==> src/rtl/local_pht_scheduler.sv <==
// Local pattern-history table port scheduler: init sweep, then arbitrates one table
// access per cycle between prediction lookups and buffered read-modify-write updates.
module local_pht_scheduler #(
  parameter int IDX_W     = 10,
  parameter int CTR_W     = 3,
  parameter int UPD_DEPTH = 4,
  parameter int INIT_VAL  = 3
) (
  input  logic             clock,
  input  logic             reset,
  input  logic             lookup_valid,
  input  logic [IDX_W-1:0] lookup_idx,
  output logic             lookup_ready,
  output logic             pred_valid,
  output logic             pred_taken,
  input  logic             upd_valid,
  input  logic [IDX_W-1:0] upd_idx,
  input  logic             upd_taken,
  output logic             upd_ready,
  output logic             init_done,
  output logic             tbl_en,
  output logic             tbl_we,
  output logic [IDX_W-1:0] tbl_addr,
  output logic [CTR_W-1:0] tbl_wdata,
  input  logic [CTR_W-1:0] tbl_rdata
);
  localparam int PTR_W = (UPD_DEPTH > 1) ? $clog2(UPD_DEPTH) : 1;
  localparam int CNT_W = $clog2(UPD_DEPTH + 1);
  localparam logic [CNT_W-1:0] FULL_CNT = CNT_W'(UPD_DEPTH);
  localparam logic [PTR_W-1:0] LAST_PTR = PTR_W'(UPD_DEPTH - 1);
  localparam logic [IDX_W-1:0] LAST_IDX = '1;
  localparam logic [CTR_W-1:0] CTR_MAX  = '1;

  typedef enum logic {S_INIT, S_RUN} state_t;

  state_t           state, state_nxt;
  logic [IDX_W-1:0] sweep_ptr;
  logic [IDX_W-1:0] fifo_idx [UPD_DEPTH];
  logic             fifo_tkn [UPD_DEPTH];
  logic [PTR_W-1:0] wr_ptr, rd_ptr;
  logic [CNT_W-1:0] count;
  logic             wr_phase;
  logic [IDX_W-1:0] rmw_idx_p1;
  logic             rmw_taken_p1;
  logic             vld_p1;

  logic             fifo_full, fifo_empty, push, pop, lk_acc;
  logic             en_c, we_c;
  logic [IDX_W-1:0] addr_c;
  logic [CTR_W-1:0] wdata_c;

  function automatic logic [CTR_W-1:0] sat_step(input logic [CTR_W-1:0] ctr, input logic taken);
    if (taken) return (ctr == CTR_MAX) ? ctr : ctr + CTR_W'(1);
    return (ctr == '0) ? ctr : ctr - CTR_W'(1);
  endfunction

  function automatic logic [PTR_W-1:0] ptr_inc(input logic [PTR_W-1:0] p);
    return (p == LAST_PTR) ? '0 : p + PTR_W'(1);
  endfunction

  assign fifo_full  = (count == FULL_CNT);
  assign fifo_empty = (count == '0);
  assign upd_ready  = !fifo_full;
  assign push       = upd_valid && !fifo_full;
  assign init_done  = (state == S_RUN);

  // Stage p0: port arbitration; a pending write-back always wins so RMWs never overlap
  always_comb begin
    state_nxt    = state;
    en_c         = 1'b0;
    we_c         = 1'b0;
    addr_c       = '0;
    wdata_c      = '0;
    pop          = 1'b0;
    lk_acc       = 1'b0;
    lookup_ready = 1'b0;
    case (state)
      S_INIT: begin
        en_c    = 1'b1;
        we_c    = 1'b1;
        addr_c  = sweep_ptr;
        wdata_c = CTR_W'(INIT_VAL);
        if (sweep_ptr == LAST_IDX) state_nxt = S_RUN;
      end
      S_RUN: begin
        lookup_ready = !wr_phase && !fifo_full;
        if (wr_phase) begin
          en_c    = 1'b1;
          we_c    = 1'b1;
          addr_c  = rmw_idx_p1;
          wdata_c = sat_step(tbl_rdata, rmw_taken_p1);
        end else if (fifo_full) begin
          en_c   = 1'b1;
          addr_c = fifo_idx[rd_ptr];
          pop    = 1'b1;
        end else if (lookup_valid) begin
          en_c   = 1'b1;
          addr_c = lookup_idx;
          lk_acc = 1'b1;
        end else if (!fifo_empty) begin
          en_c   = 1'b1;
          addr_c = fifo_idx[rd_ptr];
          pop    = 1'b1;
        end
      end
      default: state_nxt = S_INIT;
    endcase
  end

  // The port must stay quiet for the whole reset assertion, not just after the edge
  assign tbl_en    = en_c && !reset;
  assign tbl_we    = we_c && !reset;
  assign tbl_addr  = addr_c;
  assign tbl_wdata = wdata_c;

  always_ff @(posedge clock or posedge reset) begin
    if (reset) begin
      state     <= S_INIT;
      sweep_ptr <= '0;
      wr_ptr    <= '0;
      rd_ptr    <= '0;
      count     <= '0;
      wr_phase  <= 1'b0;
      vld_p1    <= 1'b0;
    end else begin
      state <= state_nxt;
      if (state == S_INIT) sweep_ptr <= sweep_ptr + IDX_W'(1);
      if (push) wr_ptr <= ptr_inc(wr_ptr);
      if (pop)  rd_ptr <= ptr_inc(rd_ptr);
      count    <= count + CNT_W'(push) - CNT_W'(pop);
      wr_phase <= pop;
      vld_p1   <= lk_acc;
    end
  end

  // Stage p1: latched update operands and lookup result
  always_ff @(posedge clock) begin
    if (push) begin
      fifo_idx[wr_ptr] <= upd_idx;
      fifo_tkn[wr_ptr] <= upd_taken;
    end
    if (pop) begin
      rmw_idx_p1   <= fifo_idx[rd_ptr];
      rmw_taken_p1 <= fifo_tkn[rd_ptr];
    end
  end

  assign pred_valid = vld_p1;
  assign pred_taken = vld_p1 && tbl_rdata[CTR_W-1];

endmodule

==> config.mk <==
export PLATFORM = sky130hd
export DESIGN_NAME = local_pht_scheduler
export DESIGN_NICKNAME = d
export VERILOG_FILES = /design/src/rtl/local_pht_scheduler.sv
export SDC_FILE = /design/constraint.sdc
export NUM_CORES = 1
export LEC_CHECK = 0
export BUFFER_PORTS_ARGS = -buffer_cell sky130_fd_sc_hd__buf_2
export CORE_MARGIN = 4
export CORE_UTILIZATION = 32
export DETAILED_ROUTE_END_ITERATION = 8
export MAX_ROUTING_LAYER = met4
export SETUP_SLACK_MARGIN = 0.5
export SYNTH_ARGS = -nofsm -noshare
export SYNTH_HDL_FRONTEND = slang
export SYNTH_SLANG_ARGS = --single-unit
==> constraint.sdc <==
create_clock -name clock -period 4.9 [get_ports clock]
set_input_delay 0.245 -clock clock [delete_from_list [all_inputs] [get_ports clock]]
set_output_delay 0.245 -clock clock [all_outputs]
set_load 0.005 [all_outputs]
== Yosys cells after proc, flatten, opt, wreduce, memory -nomap -nowiden ==
Memory sizes are Yosys's and may differ from the RTL's. A register that Yosys moved wholly into a read port is not among the register bits.
Index checks and enable logic that the tools add are counted.
Cells by class
  add/subtract/negate cells: 7
  equal/unequal tests: 5
  mux-type cells: 36
  bitwise logic cells: 1
  reduce and logical (&&, ||, !) cells: 10
Operator list (number)
  2-to-1 mux 10 bit: 4
  2-to-1 mux 1 bit: 21
  one-hot mux 10 bit (2 select lines): 1
  2-to-1 mux 3 bit: 5
  adder 10 x 1 -> 10 bit, second input constant: 1
  == test 10 bit, second input constant: 1
  == test 3 bit, second input constant: 2
  zero test 3 bit: 2
  one-hot mux 3 bit (2 select lines): 1
  logical AND 1 bit: 5
  adder 2 x 1 -> 2 bit, second input constant: 2
  == test 2 bit, second input constant: 2
  2-to-1 mux 2 bit: 2
  one-hot mux 1 bit (2 select lines): 2
  adder 3 x 1 -> 3 bit: 1
  adder 3 x 1 -> 3 bit, second input constant: 1
  zero test 1 bit: 3
  subtractor 3 x 1 -> 3 bit: 1
  subtractor 3 x 1 -> 3 bit, second input constant: 1
  inverter 1 bit: 1
Storage, ports and cells
  register bits after elaboration: 30
  memory bits (writable): 44
  input port bits: 28
  output and inout bits: 20
  logic and storage cells: 69
  memories: 2
Memory list
  fifo_idx: words 4, width 10, read ports 1, clocked after memory_dff 0, write ports 1, line 38  | logic [IDX_W-1:0] fifo_idx [UPD_DEPTH];
  fifo_tkn: words 4, width 1, read ports 1, clocked after memory_dff 1, write ports 1, line 39  | logic fifo_tkn [UPD_DEPTH];

== Longest topological paths before layout ==
Gate-level depths: netlist (run 1).
  depth after elaboration: 7
  mapped depth: 10
  mapped depth without buffers: 10

== Least setup slack after synthesis (run 1) ==
Ideal clock, no wire load.
  path type: reg-to-reg
  start point: reg count[1]
  end point: reg count[2]
  setup time: 123 ps
  arrival: 2209 ps
  data required time: 4777 ps
  setup slack: 2568 ps
  cell stages (with the launch flop): 11
  path buffers: 0
  clock period less this slack: 2332 ps
  cell sequence: dfrtp_1 nor2_1 mux2i_1 nand2_1 inv_1 ha_1 inv_1 ha_1 fa_1 xnor2_1 xnor2_1
On the way
  word-level cells in the longest chain between the ends: 7
  elaborated cells between the ends (all ways): 11
  those cells by class: add/sub (2); eq/ne (1); mux (5); reduce/logical (3)
Ends and longest elaborated chain
  start: declaration: line 41  | logic [CNT_W-1:0] count;
  start signal: assignment: line 130  | count <= count + CNT_W'(push) - CNT_W'(pop);
  zero test 3 bit: line 62  | assign fifo_empty = (count == '0);
  2-to-1 mux 1 bit: line 100  | end else if (!fifo_empty) begin
  2-to-1 mux 1 bit: line 96  | end else if (lookup_valid) begin
  2-to-1 mux 1 bit (*): line 92  | end else if (fifo_full) begin
  2-to-1 mux 1 bit (*): line 87  | if (wr_phase) begin
  2-to-1 mux 1 bit (*): line 77  | case (state)
  via pop: line 47  | logic fifo_full, fifo_empty, push, pop, lk_acc;
  subtractor 3 x 1 -> 3 bit (*): line 130
Mark *: on every way through the listed nets, which the timed path passes. The rest lies on a longest branch.
A chain may end at the register's enable or synchronous reset.

== Worst setup path in the final report (run 1) ==
Same ends and word-level chain as after synthesis.

==> results of run 1 <==
## per-stage QoR
step                      total power [mW]  instance area, um^2   util  hold slack [ps]  std cells
after floorplan                       1.02                 3430      -              209        247
after global placement                1.09                 3790  0.366              459        421
after detailed placement              1.11                 3790  0.366              460        421
after CTS                             1.56                 3980  0.384             78.8        437
after global routing                  1.63                 3980  0.384             80.6        437
final                                 1.54                 3980  0.384             61.4        437
## cell type report
type	count	area share
flip-flops and latches	75	0.541
clock buffers	9	0.0311
multi-input cells	139	0.287
well taps	136	0.0428
inverters	23	0.0217
clock inverters	7	0.0157
repair buffers	48	0.0610
## kinds of logic after synthesis
kind of cell | after synthesis | synth area share
DFF | 75 | 0.628
AOI/OAI and AO/OA | 53 | 0.0854
and+or+nand+nor | 45 | 0.0748
buffers and inverters | 33 | 0.0391
muxes | 17 | 0.0960
xor gates and xnor gates | 12 | 0.0307
adders and majority gates | 12 | 0.0460
## sequential cells by signal, indices dropped and copies added, names as in the netlist, 2 cells and up
name,count
wr_ptr,2
rd_ptr,2
rmw_idx_p1,10
sweep_ptr,10
fifo_tkn,4
fifo_idx,40
count,3
## where the power goes
group          leakage [nW]  internal (mW)  switching (mW)
clock network        0.0988          0.197           0.254
logic                 0.691          0.106           0.154
registers             0.756          0.789          0.0400
total                  1.55           1.09           0.448
## per-layer routing
layer | up-vias | share of wire | routed length, um | global-route usage
met1 | 1033 | 0.45 | 3080 | 0.147
met5 | - | 0 | 0 | -
met2 | 62 | 0.47 | 3200 | 0.178
met4 | 0 | 0.015 | 106 | 0.0349
li1 | 1011 | - | - | -
met3 | 8 | 0.070 | 484 | 0.0402
## worst max path at each step
stage / from / end / cells past startpoint
floorplan: count[1] / count[2] / 10
global placement: count[1] / count[2] / 10
detailed placement: count[1] / count[2] / 10
CTS: count[1] / count[2] / 10
global route: count[1] / count[2] / 10
finish: count[1] / count[2] / 10
## critical path: cells and delay by family (launching register included)
| family | cells | cell delay [ps] |
|---|---|---|
| buf+inv | 2 | 460 |
| fa+ha+maj | 3 | 750 |
| mux | 1 | 710 |
| xor+xnor | 2 | 310 |
| flops | 1 | 420 |
| simple gates | 2 | 460 |
## placed cells by master, fill, tap and decap left out, types with 3 or more instances in the layout
master,count
nor2_1,16
mux4_1,4
clkbuf_8,9
nor2b_1,4
nand2_1,7
ha_1,11
and3_1,6
buf_2,47
inv_1,22
o21ai_0,13
dfrtp_1,20
xnor2_1,12
mux2_2,5
a31oi_1,3
mux4_2,7
a21oi_1,24
edfxtp_1,55
inv_6,4
o22ai_1,10
==> results.sh, run 1 <==
export IMPL_ys_ff_latch=75
export IMPL_numCtsBuffers=9
export IMPL_yosysTopAreaCell="edfxtp_1"
export IMPL_avgRoutedWirePerCell_um=15.7
export IMPL_crit_path_start_kind="flip-flop"
export IMPL_cts_tree="done"
export IMPL_antenna_found_initial=0
export IMPL_path_clk_slew_ps=90
export IMPL_post_route_period_util=0.650
export IMPL_peakVddDrop_v=0.000233
export IMPL_nets=336
export IMPL_drc=0
export IMPL_async_flop_share=0.267
export IMPL_drive_gt1_frac=0.266
export IMPL_htreeDepth=3
export IMPL_area_growth_pct=16.1
export IMPL_dp_final_hpwl_mm=4.94
export IMPL_grt_max_degree=33
export IMPL_crit_fanout=13
export IMPL_die_x_um=111
export IMPL_synth_top_area_frac=0.482
export IMPL_max_cap_violations=0
export IMPL_wl_mm=6.87
export IMPL_fillers=1010
export IMPL_p_leak_nw=1.55
export IMPL_cp_arrival_ps=3450
export IMPL_yosysMostFrequentCell="edfxtp_1"
export IMPL_layout_setup_ws_ps=1720
export IMPL_clock_sinks=75
export IMPL_slowest_stage="mux2i_1"
export IMPL_ys_seq_area_frac=0.628
export IMPL_finalHoldViolCount=0
export IMPL_boundaryPins=48
export IMPL_num_antenna_cells=0
export IMPL_cts_hold_fix_buffers=0
export IMPL_p_per_area_mw_per_mm2=387
export IMPL_grt_usage=0.116
export IMPL_tns_ps=0
export IMPL_outcome="finished, final reports clean"
export IMPL_synth_commonest_cells="edfxtp_1 (55), a21oi_1 (24), inv_1 (22), dfrtp_1 (20), nor2_1 (16)"
export IMPL_fmax_ghz=0.314
export IMPL_setup_viol=0
export IMPL_netlist_cell_type_count=35
export IMPL_worstReg2RegEnd="count[2]"
export IMPL_worstMarginPinSlew_ps=788
export IMPL_first_pass_iters=4
export IMPL_period_minus_slack_ps=3180
export IMPL_hold_path_class="input pin to asynchronous set/reset pin"
export IMPL_place_congestion=0.772
export IMPL_syn_area_per_cell_um2=13.9
export IMPL_fp_dieArea_mm2=0.0124
export IMPL_grt_pass1_vias=2088
export IMPL_grt_ovfl_total=0
export IMPL_multiInputGateArea_mm2=0.00114
export IMPL_netlist_area_mm2=0.00343
export IMPL_clk_latency_ps=350
export IMPL_finalMaxSlewViolations=0
export IMPL_grt_pass1_wl_mm=10.9
export IMPL_synth_fp_nets=287
export IMPL_ant_nets=0
export IMPL_viasPerCell=4.84
export IMPL_required_ps=5170
export IMPL_clockBufferDepth=2
export IMPL_reg2reg_depth=10
export IMPL_worstReg2RegStart="count[1]"
export IMPL_port_buffers=47
export IMPL_synth_area_leaders="edfxtp_1 (48%), dfrtp_1 (15%), mux4_2 (4.6%)"
export IMPL_die_h_um=111
export IMPL_relSlewSlack=0.459
export IMPL_rsz0062_at_grt="false"
export IMPL_seqCellArea_mm2=0.00215
export IMPL_coreArea_mm2=0.0104
export IMPL_worstSetupPathType="flip-flop to flip-flop"
export IMPL_drt_iter0_markers=74
export IMPL_vias=2114
export IMPL_cts_root_buf="clkbuf_8"
export IMPL_cts_resized=0
export IMPL_slowest_delay_ps=710
export IMPL_synth_edf_count=55
export IMPL_r2r_setup_slack_ps=1720
export IMPL_detailedPlace_worstSlack_ps=1730
export IMPL_skew_ps=11.9
export IMPL_yosys_warnings=0
export IMPL_cp_end_kind="flip-flop"
export IMPL_start_util=0.330
export IMPL_row_count=37
export IMPL_synthCells=247
export IMPL_post_cts_buffers=0
export IMPL_ys_flop_type="edfxtp_1"
export IMPL_cp_cell_sequence="nor2_1 > mux2i_1 > nand2_1 > inv_1 > ha_1 > inv_1 > ha_1 > fa_1 > xnor2_1 > xnor2_1"
Note: power is estimated with default switching activity, not from simulation.
==> inputs of run 2 (changes only) <==
clock period = 3.2 ns   (was 4.9 ns; I/O delays follow)
==> run 2 against run 1 <==
Effect of this change: the run now ends with negative hold slack left; global-route usage rose by 0.27 points; die area did not move; power rose by 53%; first-iteration DRC count fell by 8.1%; critical path depth fell by 6; core utilization rose by 0.28 points; design area rose by 0.72%.
==> results.sh, run 2 (synthesis results as in run 1) <==
export IMPL_outcome="complete, but fails checks"
export IMPL_violations="negative hold slack"
export IMPL_num_antenna_cells=0
export IMPL_post_route_period_util=0.764
export IMPL_numCtsBuffers=9
export IMPL_grt_usage=0.119
export IMPL_boundaryPins=48
export IMPL_start_util=0.330
export IMPL_final_cells=441
export IMPL_clock_sinks=75
export IMPL_largest_register_ff_count=40
export IMPL_setup_viol=0
export IMPL_clk_latency_ps=350
export IMPL_switching_share=0.291
export IMPL_finalHoldViolCount=8
export IMPL_clockBufferDepth=2
export IMPL_top_regs="fifo_idx: 40 flops, rmw_idx_p1: 10 flops, sweep_ptr: 10 flops"
export IMPL_fmax_ghz=0.409
export IMPL_relSlewSlack=0.436
export IMPL_multiInputGateArea_mm2=0.00114
export IMPL_finalMaxSlewViolations=0
export IMPL_grt_pass1_wl_mm=11.2
export IMPL_coreArea_mm2=0.0104
export IMPL_p_int_mw=1.67
export IMPL_die_x_um=111
export IMPL_busiest_layer="met2"
export IMPL_required_ps=3040
export IMPL_row_count=37
export IMPL_crit_path_start_kind="flip-flop"
export IMPL_peakVddDrop_v=0.000337
export IMPL_viasPerCell=4.76
export IMPL_fp_dieArea_mm2=0.0124
export IMPL_slowest_stage="dfrtp_1"
export IMPL_grt_use_met2=0.183
export IMPL_worstMarginPinSlew_ps=845
export IMPL_period_minus_slack_ps=2450
export IMPL_first_pass_iters=4
export IMPL_crit_fanout=14
export IMPL_place_congestion=0.816
export IMPL_ant_nets=0
export IMPL_vias=2100
export IMPL_hold_path_class="input pin to asynchronous set/reset pin"
export IMPL_fin_util=0.386
export IMPL_netSwitchingPower_mw=0.685
export IMPL_max_cap_violations=0
export IMPL_comb_power_share=0.177
export IMPL_nets=340
export IMPL_slowest_delay_ps=810
export IMPL_skew_ps=11.8
export IMPL_htreeDepth=3
export IMPL_fillers=1017
export IMPL_drt_iter0_markers=68
export IMPL_avgRoutedWirePerCell_um=16.1
export IMPL_cp_end_kind="output pin"
export IMPL_cp_arrival_ps=2290
export IMPL_mostFrequentLayoutCells="edfxtp_1 (55), buf_2 (47), a21oi_1 (24)"
export IMPL_dp_final_hpwl_mm=5.01
export IMPL_p_per_area_mw_per_mm2=588
export IMPL_grtUsageMet3=0.0413
export IMPL_cts_root_buf="clkbuf_8"
export IMPL_holdWs_ps=-5.75
export IMPL_cp_cell_sequence="mux4_1 > a21oi_1 > o22ai_1 > buf_2"
export IMPL_drc=0
export IMPL_grt_max_degree=32
export IMPL_antenna_found_initial=0
export IMPL_die_h_um=111
export IMPL_cts_resized=0
export IMPL_p_leak_nw=1.55
export IMPL_rsz0062_at_grt="false"
export IMPL_wl_mm=7.08
export IMPL_cts_tree="done"
export IMPL_tns_ps=0
export IMPL_clock_power_share=0.283
export IMPL_grt_pass1_vias=2089
export IMPL_seq_power_share=0.540
export IMPL_dp_cells=423
export IMPL_seqCellArea_mm2=0.00215
export IMPL_top_register="fifo_idx"
export IMPL_met1_usage=0.153
export IMPL_worstSetupPathType="flip-flop to output pin"
export IMPL_port_buffers=47
export IMPL_grt_ovfl_total=0
export IMPL_drive_gt1_frac=0.266
export IMPL_path_clk_slew_ps=90
export IMPL_area_growth_pct=16.9
export IMPL_final_common_cell="edfxtp_1"
-- run 2: per-stage QoR --
stage	worst slack, ps	power (mW)	hold slack [ps]	cell area (um^2)
4_1_cts	680	2.39	0.304	4000
6_report	755	2.36	-5.75	4010
3_3_place_gp	891	1.69	371	3810
3_5_place_dp	816	1.71	377	3810
5_1_grt	562	2.49	0.775	4010
2_1_floorplan	868	1.56	124	3430
-- run 2: cell type report --
cell class / instances / area share
Inverter: 23 / 0.0215
Timing Repair Buffer: 52 / 0.0693
Tap cell: 136 / 0.0425
Sequential cell: 75 / 0.537
Clock inverter: 7 / 0.0140
Clock buffer: 9 / 0.0309
Multi-Input combinational cell: 139 / 0.285
-- run 2: timing repair --
item	4_1_cts	5_1_grt
hold buffers	1	1
setup buffers	0	0
endpoints found under the hold margin	4	4
endpoints found under the setup margin	0	0
-- run 2: worst paths after layout --
check / from / slack (ps) / to / depth (start not counted)
min in group clock: upd_idx[9] / 30 / fifo_idx[3][9] / 1
max in group asynchronous: reset / 2680 / init_done / 2
hold reg to reg: sweep_ptr[0] / 500 / sweep_ptr[0] / 1
hold / removal: reset / -6 / sweep_ptr[8] / 2
setup reg to reg: count[1] / 800 / count[2] / 11
setup / recovery: rd_ptr[0] / 750 / tbl_addr[1] / 4
-- run 2: worst max-delay path: cells and delay by family, from the launching register on --
family / cells / cell delay, ps
AOI/OAI and AO/OA: 2 / 280
buffers and inverters: 1 / 140
DFF: 1 / 810
muxes: 1 / 710
-- run 2: metal layers --
| metal | vias to the layer above | wire [um] |
|---|---|---|
| met5 | - | 0 |
| met4 | 0 | 72 |
| met3 | 6 | 332 |
| met2 | 56 | 3330 |
| met1 | 1020 | 3350 |
| li1 | 1018 | - |
-- run 2: power groups by stage --
stage	logic (mW)	clock network [mW]	registers, mW
floorplan	0.289	0	1.27
global placement	0.404	0	1.29
detailed placement	0.420	0	1.29
CTS	0.426	0.690	1.27
global route	0.471	0.732	1.29
finish	0.417	0.668	1.27
